==> config.mk <==
export PLATFORM = sky130hd
export DESIGN_NAME = apb_master_arbiter
export DESIGN_NICKNAME = d
export VERILOG_FILES = /design/src/rtl/apb_master_arbiter.sv
export SDC_FILE = /design/constraint.sdc
export NUM_CORES = 1
export LEC_CHECK = 0
export ABC_AREA = 1
export BUFFER_PORTS_ARGS = -buffer_cell sky130_fd_sc_hd__buf_4
export CAP_MARGIN = 20
export CORE_UTILIZATION = 46
export CTS_CLUSTER_DIAMETER = 100
export DETAILED_ROUTE_END_ITERATION = 10
export PLACE_DENSITY = 0.86
export SLEW_MARGIN = 20
export SYNTH_ARGS = -nofsm -noshare
export SYNTH_HDL_FRONTEND = slang
export SYNTH_SLANG_ARGS = --single-unit
==> constraint.sdc <==
create_clock -name PCLK -period 4.31 [get_ports PCLK]
set_clock_uncertainty 0.05 [all_clocks]
set_input_delay 0.431 -clock PCLK [delete_from_list [all_inputs] [get_ports PCLK]]
set_output_delay 0.431 -clock PCLK [all_outputs]
set_load 0.01 [all_outputs]
==> src/rtl/apb_master_arbiter.sv <==
// apb_master_arbiter: round-robin sharing of one APB master port among NREQ requesters, with a wait-state timeout
module apb_master_arbiter #(
  parameter int NREQ    = 2,
  parameter int ADDR_W  = 10,
  parameter int DATA_W  = 32,
  parameter int TIMEOUT = 16,
  localparam int IW = (NREQ > 1) ? $clog2(NREQ) : 1,
  localparam int CW = $clog2(TIMEOUT + 1)
) (
  input  logic                   PCLK,
  input  logic                   PRESET,
  input  logic [NREQ-1:0]        req,
  input  logic [NREQ-1:0]        req_write,
  input  logic [NREQ*ADDR_W-1:0] req_addr,
  input  logic [NREQ*DATA_W-1:0] req_wdata,
  output logic [NREQ-1:0]        done,
  output logic                   err,
  output logic [DATA_W-1:0]      rsp_rdata,
  output logic [IW-1:0]          grant_id,
  output logic                   PSEL,
  output logic [ADDR_W-1:0]      PADDR,
  output logic                   PENABLE,
  output logic                   PWRITE,
  output logic [DATA_W-1:0]      PWDATA,
  input  logic [DATA_W-1:0]      PRDATA,
  input  logic                   PREADY
);
  typedef enum logic [1:0] {IDLE, SETUP, ACCESS} state_t;
  state_t            r_state;
  logic              r_psel, r_penable, r_pwrite;
  logic [ADDR_W-1:0] r_paddr;
  logic [DATA_W-1:0] r_pwdata;
  logic [IW-1:0]     r_gid, r_last, w_win;
  logic [CW-1:0]     r_cnt;
  logic              w_ok, w_to;
  assign w_ok      = (r_state == ACCESS) && PREADY;
  assign w_to      = (r_state == ACCESS) && !PREADY && (r_cnt == CW'(TIMEOUT - 1));
  assign done      = (w_ok || w_to) ? NREQ'(1) << r_gid : '0;
  assign err       = w_to;
  assign rsp_rdata = w_ok ? PRDATA : '0;
  assign grant_id  = r_gid;
  assign PSEL      = r_psel;
  assign PENABLE   = r_penable;
  assign PWRITE    = r_pwrite;
  assign PADDR     = r_paddr;
  assign PWDATA    = r_pwdata;
  // Round-robin pick: scanning from the farthest offset down lets the nearest set bit after r_last win
  always_comb begin
    w_win = r_last;
    for (int k = NREQ; k >= 1; k--)
      if (req[(int'(r_last) + k) % NREQ]) w_win = IW'((int'(r_last) + k) % NREQ);
  end
  // Transfer sequencer: latch the winner's request in IDLE, then SETUP, then ACCESS until PREADY or timeout
  always_ff @(posedge PCLK or posedge PRESET) begin
    if (PRESET) begin
      r_state   <= IDLE;
      r_psel    <= 1'b0;
      r_penable <= 1'b0;
      r_pwrite  <= 1'b0;
      r_paddr   <= '0;
      r_pwdata  <= '0;
      r_gid     <= '0;
      r_last    <= IW'(NREQ - 1);
      r_cnt     <= '0;
    end else begin
      case (r_state)
        IDLE: if (|req) begin
          r_paddr  <= req_addr[w_win*ADDR_W +: ADDR_W];
          r_pwdata <= req_wdata[w_win*DATA_W +: DATA_W];
          r_pwrite <= req_write[w_win];
          r_psel   <= 1'b1;
          r_last   <= w_win;
          r_gid    <= w_win;
          r_state  <= SETUP;
        end
        SETUP: begin
          r_penable <= 1'b1;
          r_cnt     <= '0;
          r_state   <= ACCESS;
        end
        default: if (w_ok || w_to) begin
          r_psel    <= 1'b0;
          r_penable <= 1'b0;
          r_state   <= IDLE;
        end else r_cnt <= r_cnt + 1'b1;
      endcase
    end
  end
endmodule
==> reports/qor.log, run 1 <==
[run_status] status complete, no violations
[drt] Highest Signal Layer met4
[floorplanning] die area 0.00731 mm²
[global_route] global-route usage over all layers 23.2%
[cells_and_area] area of all placed cells without fillers 0.00478 mm²
[yosys] Synth Register Bits 54
[setup_path] origin of the worst setup path r_state[1]
[pwr] share of power burned in combinational logic 54.6%
[global_route] largest net degree at the start of global routing 55
[drt] number of DRC violations after detailed routing 0
[drt] met2 wire len 4620 µm
[timing] period utilisation layout 58.0%
[clock_tree] maximum number of buffers from clock root to sink 2
[yosys] post-synth net total 621
[pwr] clock share of power 9.9%
[timing] Setup-failing EPs final 0
[floorplanning] Die Span X 85.5 µm
[global_route] aggregate global routing overflow 0
[drt] routed via count divided by cell count 4.54
[drt] met3 WL post-DR 589 µm
[yosys] sequential cell area fraction in the yosys report 42.1%
[cells_and_area] # nets final 811
[setup_path] Worst Path Required 3830 ps
[clock_tree] post-CTS clock slew at the launch and capture registers of the worst setup and hold paths 90 ps
[drt] TritonRoute pass-1 iters 4
[drt] met1 layer wirelength in the final routing 3260 µm
[clock_tree] hold_buf cts 0
[pwr] LEAKAGE 3.09 nW
[pwr] power per standard cell area 552 mW/mm²
[setup_path] start of the worst register-to-register path r_state[1]
[yosys] Netlist Area Pre-Place 0.00321 mm²
[timing] final hold violations 0
[pwr] switching share of power 42.3%
[pwr] Power Internal 0.00153 W
[yosys] number of distinct library cells after synthesis 21
[drt] number of design-rule violations left by the first detailed-router iteration 162
[placed_design] HPWL Detailed 6580 µm
[cells_and_area] area growth from synthesis to layout 49.0%
[clock_tree] CTS tree done
[yosys] Syn Inst Count 496
[placed_design] placer congestion estimate 0.770
[timing] setup repair after global routing missed its margin false
[drt] per-cell routed wire length 11.2 µm
[yosys] warning count from the yosys run 0
[floorplanning] top-level I/O count 204
[setup_path] capturing element type of the critical path primary output
[placed_design] IO Port Bufs 203
[drt] post-detailed-routing wire length 8560 µm
[clock_tree] buffer count from post-CTS setup fixing 0
[min_path] Worst Hold Class in -> async
[timing] final worst slack 1810 ps
[timing] max-slew violations 0
[floorplanning] std cell rows 30
[cells_and_area] area of all sequential standard cells 0.00135 mm²
[clock_tree] clock latency on the worst-skew pair 300 ps
[drt] final antenna-violating net count 0
[timing] achievable clock frequency 0.400 GHz
[setup_path] largest fanout on the critical path 32
[pwr] switching power 0.00112 W
[floorplanning] DIE HEIGHT 85.5 µm
[clock_tree] total CTS buffers 5
[setup_path] Worst setup SP type flip-flop
[pwr] largest vdd supply drop 0.000269 V
[global_route] antenna violations before repair 0
[job] Max Cap Violations 0
[clock_tree] H-tree depth 2
[timing] Fin Setup TNS 0 ps
[yosys] average footprint of a synthesized cell 6.47 µm²
[placed_design] total placed instance area 0.00470 mm²
[placed_design] minimum setup slack after placement 1890 ps
[setup_path] arrival time reported for the critical path endpoint 2020 ps
[floorplanning] initial core utilization 47.5%
[timing] Worst Max-Slew Pin Slew 1010 ps
[global_route] via count of the first global-routing pass 3207
[cells_and_area] area occupied by multi-input gates 0.00124 mm²
[drt] vias 3475
[global_route] first-pass GRT wire length 13500 µm
[setup_path] classification of the worst setup path reg -> out
[clock_tree] number of sinks handled by clock tree synthesis 54
[cells_and_area] filler cell count 542
[clock_tree] Resized cells post-CTS 0
[cells_and_area] antenna diode count 0
[floorplanning] core outline area 0.00676 mm²
[timing] worst relative slew slack 32.6%
[clock_tree] master cell of the clock root buffer clkbuf_8
[timing] Min Clock Period, post-route 2500 ps
[cells_and_area] share of cells above drive strength 1 31.9%
[pwr] sequential share of power 35.5%
power groups by stage:
stage | combinational [W] | sequential (W) | clock [W]
CTS | 0.00146 | 0.000935 | 0.000270
finish | 0.00144 | 0.000937 | 0.000262
detailed placement | 0.00146 | 0.000936 | 0
global placement | 0.00140 | 0.000932 | 0
floorplan | 0.000743 | 0.00101 | 0
global route | 0.00160 | 0.000968 | 0.000291
routing by layer:
| layer | vias up | global-route usage (%) |
|---|---|---|
| met5 | - | 0 |
| met3 | 9 | 4.91 |
| met1 | 1552 | 23.2 |
| met2 | 131 | 47.1 |
| li1 | 1783 | - |
| met4 | 0 | 7.42 |
cell usage after synthesis:
cell type | count | share of area [%]
xor2_1 | 1 | 0.27
o21ai_0 | 3 | 0.47
buf_2 | 9 | 1.4
o21a_1 | 1 | 0.23
nand2_2 | 2 | 0.39
nor2_1 | 37 | 4.3
inv_2 | 2 | 0.23
o21ai_2 | 2 | 0.55
ha_1 | 2 | 0.78
nand4_1 | 1 | 0.20
buf_4 | 4 | 0.94
nand3b_1 | 2 | 0.47
nand2_1 | 193 | 23
nor2_4 | 2 | 0.70
nand3_1 | 47 | 7.3
and3b_1 | 1 | 0.27
clkbuf_1 | 2 | 0.23
inv_1 | 126 | 15
dfrtp_1 | 53 | 41
buf_6 | 5 | 1.8
dfstp_2 | 1 | 0.82
cell type report:
cell class	instances	area share (%)
flip-flops and latches	54	28.3
repair buffers	203	31.9
well taps	80	2.09
clock buffers	6	1.52
multi-input cells	294	26.0
clock inverters	1	0.157
inverters	128	10.1
layout by cell type, fill, tap and decap left out, types with 2 or more instances in the layout:
| cell type | n |
|---|---|
| buf_4 | 203 |
| nand2_1 | 193 |
| inv_1 | 125 |
| dfrtp_1 | 53 |
| nand3_1 | 47 |
| nor2_1 | 37 |
| clkbuf_8 | 5 |
| o21ai_0 | 3 |
| inv_2 | 2 |
| nand2_2 | 2 |
| nor2_4 | 2 |
| nand3b_1 | 2 |
| ha_1 | 2 |
registers in the layout, indices dropped and copies added, names as in the netlist:
signal / count
PADDR: 10
PENABLE: 1
PSEL: 1
PWDATA: 32
PWRITE: 1
grant_id: 1
r_cnt: 5
r_last: 1
r_state: 2
stage by stage:
step	hold slack, ps	power [W]	std cells	util, %
2_1_floorplan	392	0.00176	496	-
3_3_place_gp	408	0.00233	759	69.6
3_5_place_dp	415	0.00240	759	69.6
4_1_cts	360	0.00266	766	70.8
5_1_grt	312	0.00286	766	70.8
6_report	232	0.00264	766	70.8
worst max-delay path, stage by stage (launching register included):
cell and delay [ps]:
dfrtp_1 470, inv_2 90, nor2_4 100, nand2_1 530, nor2_1 360, buf_4 170
path summary, 6_finish.rpt:
path	slack [ps]	depth (start not counted)	end
max in group asynchronous	3430	2	PWRITE
setup reg to reg	1910	6	PWDATA[9]
min in group PCLK	370	5	PWDATA[24]
hold / removal	230	2	PENABLE
setup / recovery	1810	5	rsp_rdata[5]
hold reg to reg	430	2	r_cnt[4]
cells by family (layout without fill, tap and decap cells):
logic type / Yosys count / count (layout) / share of synthesized area, %
AOI/OAI and AO/OA: 6 / 6 / 1.25
xor gates and xnor gates: 1 / 1 / 0.273
adders and majority gates: 2 / 2 / 0.780
buffers and inverters: 148 / 338 / 19.3
DFF: 54 / 54 / 42.1
and+or+nand+nor: 285 / 285 / 36.3
No activity file was read; power rests on OpenSTA's default activity.
==> inputs of run 2 (changes only) <==
--- a/config.mk
+++ b/config.mk
@@ -8,10 +8,10 @@
 export ABC_AREA = 1
 export BUFFER_PORTS_ARGS = -buffer_cell sky130_fd_sc_hd__buf_4
 export CAP_MARGIN = 20
-export CORE_UTILIZATION = 46
+export CORE_UTILIZATION = 39
 export CTS_CLUSTER_DIAMETER = 100
 export DETAILED_ROUTE_END_ITERATION = 10
-export PLACE_DENSITY = 0.86
+export PLACE_DENSITY = 0.77
 export SLEW_MARGIN = 20
 export SYNTH_ARGS = -nofsm -noshare
 export SYNTH_HDL_FRONTEND = slang
==> constraint.sdc (replaced) <==
create_clock -name PCLK -period 2.2 [get_ports PCLK]
set_clock_uncertainty 0.05 [all_clocks]
set_input_delay 0.22 -clock PCLK [delete_from_list [all_inputs] [get_ports PCLK]]
set_output_delay 0.22 -clock PCLK [all_outputs]
set_load 0.01 [all_outputs]
==> run 2 against run 1 <==
  * Core utilization shrank 8.0 points
  * Wire length grew 7.2%
  * Critical endpoint is now done[0]
  * Setup slack lost 1600 ps
  * Total power grew 100%
  * Clock power grew 100%
  * Non-clock buffer count grew 10
  * Critical path type unchanged
  * Via count grew 0.89%
  * Design area grew 3.1%
  * Critical path depth grew 2
  * Largest cell class unchanged
==> reports/qor.log, run 2 (same netlist as run 1, synthesis figures left out) <==
[placed_design] Placed Cells incl. Taps 790 [+4.1%]
[global_route] via count of the first global-routing pass 3240 [+1.0%]
[drt] vias 3506 [+0.89%]
[cells_and_area] antenna diode count 0 [unchanged]
[setup_path] arrival time reported for the critical path endpoint 1710 ps [-310 ps]
[timing] achievable clock frequency 0.506 GHz
[cells_and_area] share of cells above drive strength 1 32.9% [+0.93 points]
[setup_path] setup slack, reg-to-reg 510 ps [-1400 ps]
[timing] hold_ws 159 ps [-72.5 ps]
[clock_tree] maximum number of buffers from clock root to sink 2 [unchanged]
[setup_path] worst setup path end done[0]
[drt] post-detailed-routing wire length 9180 µm [+7.2%]
[setup_path] cell breakdown of the critical path ha_1, nand2_1, nor2_1, ha_1, o21ai_2, nor2_1, buf_4
[timing] Fin Setup TNS 0 ps [unchanged]
[global_route] GR Layer Usage met3 3.53% [-1.4 points]
[timing] setup repair after global routing missed its margin false
[setup_path] classification of the worst setup path reg -> out
[setup_path] crit path max-delay cell type dfrtp_1
[drt] routed via count divided by cell count 4.39 [-3.3%]
[clock_tree] H-tree depth 2 [unchanged]
[global_route] aggregate global routing overflow 0 [unchanged]
[floorplanning] std cell rows 32 [+6.7%]
[setup_path] capturing element type of the critical path primary output
[timing] Min Clock Period, post-route 1980 ps
[pwr] LEAKAGE 3.16 nW [+2.3%]
[pwr] clock share of power 10.0% [about the same]
[timing] Setup-failing EPs final 0 [unchanged]
[cells_and_area] leading cell types in the layout, fill and taps excluded 209 x buf_4, 193 x nand2_1, 125 x inv_1, 53 x dfrtp_1, 47 x nand3_1
[clock_tree] clock latency on the worst-skew pair 300 ps [about the same]
[timing] Worst Max-Slew Pin Slew 633 ps [-375 ps]
[global_route] layer with the highest usage met2
[setup_path] Reg2Reg Capture Point r_cnt[0]
[run_status] status complete, no violations
[pwr] Power Internal 0.00308 W [+100%]
[global_route] global-route track usage on met2 41.7% [-5.5 points]
[floorplanning] initial core utilization 40.9% [-6.6 points]
[timing] max-slew violations 0 [unchanged]
[floorplanning] die area 0.00860 mm² [+18%]
[global_route] first-pass GRT wire length 14400 µm [+6.6%]
[floorplanning] Die Span X 92.7 µm [+8.4%]
[setup_path] Worst R2R Path Depth 8 [+2]
[setup_path] total number of cells along the worst setup path 7 [+2]
[cells_and_area] filler cell count 719 [+33%]
[min_path] worst hold path startpoint req_write[1]
[job] Max Cap Violations 0 [unchanged]
[setup_path] largest fanout on the critical path 5 [-84%]
[setup_path] worst stage delay on the critical path 430 ps [-100 ps]
[clock_tree] total CTS buffers 5 [unchanged]
[clock_tree] master cell of the clock root buffer clkbuf_8
[cells_and_area] final std cells w/o fill 799 [+4.3%]
[setup_path] Crit path buffers/inverters 1 [-1]
[pwr] largest vdd supply drop 0.000527 V [+96%]
[cells_and_area] area occupied by multi-input gates 0.00124 mm² [unchanged]
[global_route] global-route usage over all layers 21.1% [-2.1 points]
[min_path] Worst Hold Class in -> reg
[global_route] largest net degree at the start of global routing 33 [-40%]
[cells_and_area] area growth from synthesis to layout 53.6%
[floorplanning] top-level I/O count 204 [unchanged]
[placed_design] IO Port Bufs 203 [unchanged]
[floorplanning] DIE HEIGHT 92.7 µm [+8.4%]
[timing] worst relative slew slack 57.7% [+25 points]
[clock_tree] number of sinks handled by clock tree synthesis 54 [unchanged]
[global_route] antenna violations before repair 0 [unchanged]
[timing] period utilisation layout 89.8%
[cells_and_area] # nets final 821 [+1.2%]
[setup_path] Worst setup SP type flip-flop
[placed_design] placer congestion estimate 0.748 [-2.8%]
[drt] final antenna-violating net count 0 [unchanged]
[drt] TritonRoute pass-1 iters 4 [unchanged]
[setup_path] Worst Path Required 1930 ps [-1900 ps]
[pwr] sequential share of power 34.4% [-1.1 points]
[setup_path] start of the worst register-to-register path r_cnt[0]
[setup_path] Largest delay share family, worst path flip-flops
[placed_design] total placed instance area 0.00483 mm² [+2.8%]
[drt] number of DRC violations after detailed routing 0 [unchanged]
[clock_tree] CTS tree done
[pwr] share of power burned in combinational logic 55.6% [+1.0 points]
[placed_design] HPWL Detailed 7160 µm [+8.7%]
[clock_tree] post-CTS clock slew at the launch and capture registers of the worst setup and hold paths 90 ps [about the same]
[pwr] switching power 0.00223 W [+99%]
[cells_and_area] max FFs per register 32 [unchanged]
[pwr] switching share of power 41.9% [-0.35 points]
[floorplanning] core outline area 0.00785 mm² [+16%]
[pwr] power per standard cell area 1080 mW/mm² [+95%]
[cells_and_area] area of all placed cells without fillers 0.00493 mm² [+3.1%]
[cells_and_area] area of all sequential standard cells 0.00135 mm² [unchanged]
[drt] per-cell routed wire length 11.5 µm [+2.7%]
[timing] final hold violations 0 [unchanged]
[global_route] met1 usage 23.1% [-0.14 points]
[setup_path] origin of the worst setup path r_cnt[0]
[cells_and_area] most common cell after layout, fill and taps aside buf_4
[drt] number of design-rule violations left by the first detailed-router iteration 125 [-23%]
==> run 2: layout make-up <==
type | count | area share [%]
multi-input combinational | 294 | 25.2
clock inverter | 2 | 0.279
timing repair buffer | 213 | 33.2
tap | 102 | 2.59
inverter | 128 | 9.74
clock buffer | 6 | 1.47
sequential | 54 | 27.4
==> run 2: power groups by stage <==
stage / combinational (W) / clock (W) / sequential [W]
2_1_floorplan: 0.00146 / 0 / 0.00199
3_3_place_gp: 0.00292 / 0 / 0.00182
3_5_place_dp: 0.00300 / 0 / 0.00183
4_1_cts: 0.00300 / 0.000561 / 0.00183
5_1_grt: 0.00329 / 0.000590 / 0.00189
6_report: 0.00295 / 0.000532 / 0.00183
==> run 2: layer usage <==
metal,up-vias,share of wire (%)
met5,-,0
li1,1806,-
met2,134,53
met3,12,7.5
met1,1554,38
met4,0,1.2
==> run 2: metrics by stage <==
stage	total power, W	worst slack [ps]	utilization, %
after floorplan	0.00344	550	-
after global placement	0.00474	571	61.6
after detailed placement	0.00483	518	61.6
after CTS	0.00539	197	62.8
after global routing	0.00576	131	62.8
final	0.00531	224	62.8
==> run 2: repair_timing <==
| action | CTS | global route |
|---|---|---|
| resized for setup | 0 | 0 |
| setup buffers | 0 | 0 |
| endpoints found under the hold margin | 26 | 0 |
| hold buffers | 1 | 0 |
| endpoints found under the setup margin | 0 | 0 |
==> run 2: tightest hold or removal path: cells and delay by family <==
kind	cells	cell delay, ps
AND/OR/NAND/NOR	3	160
buffers and inverters	2	110
==> run 2: worst min-delay path by stage <==
stage | end | slack, ps | cells after the start
final | PWRITE | 160 | 5
after global routing | PWRITE | 160 | 5
after CTS | PADDR[2] | 150 | 5
after detailed placement | PADDR[9] | 290 | 2
after global placement | PWDATA[22] | 290 | 2
after floorplan | PADDR[9] | 370 | 4
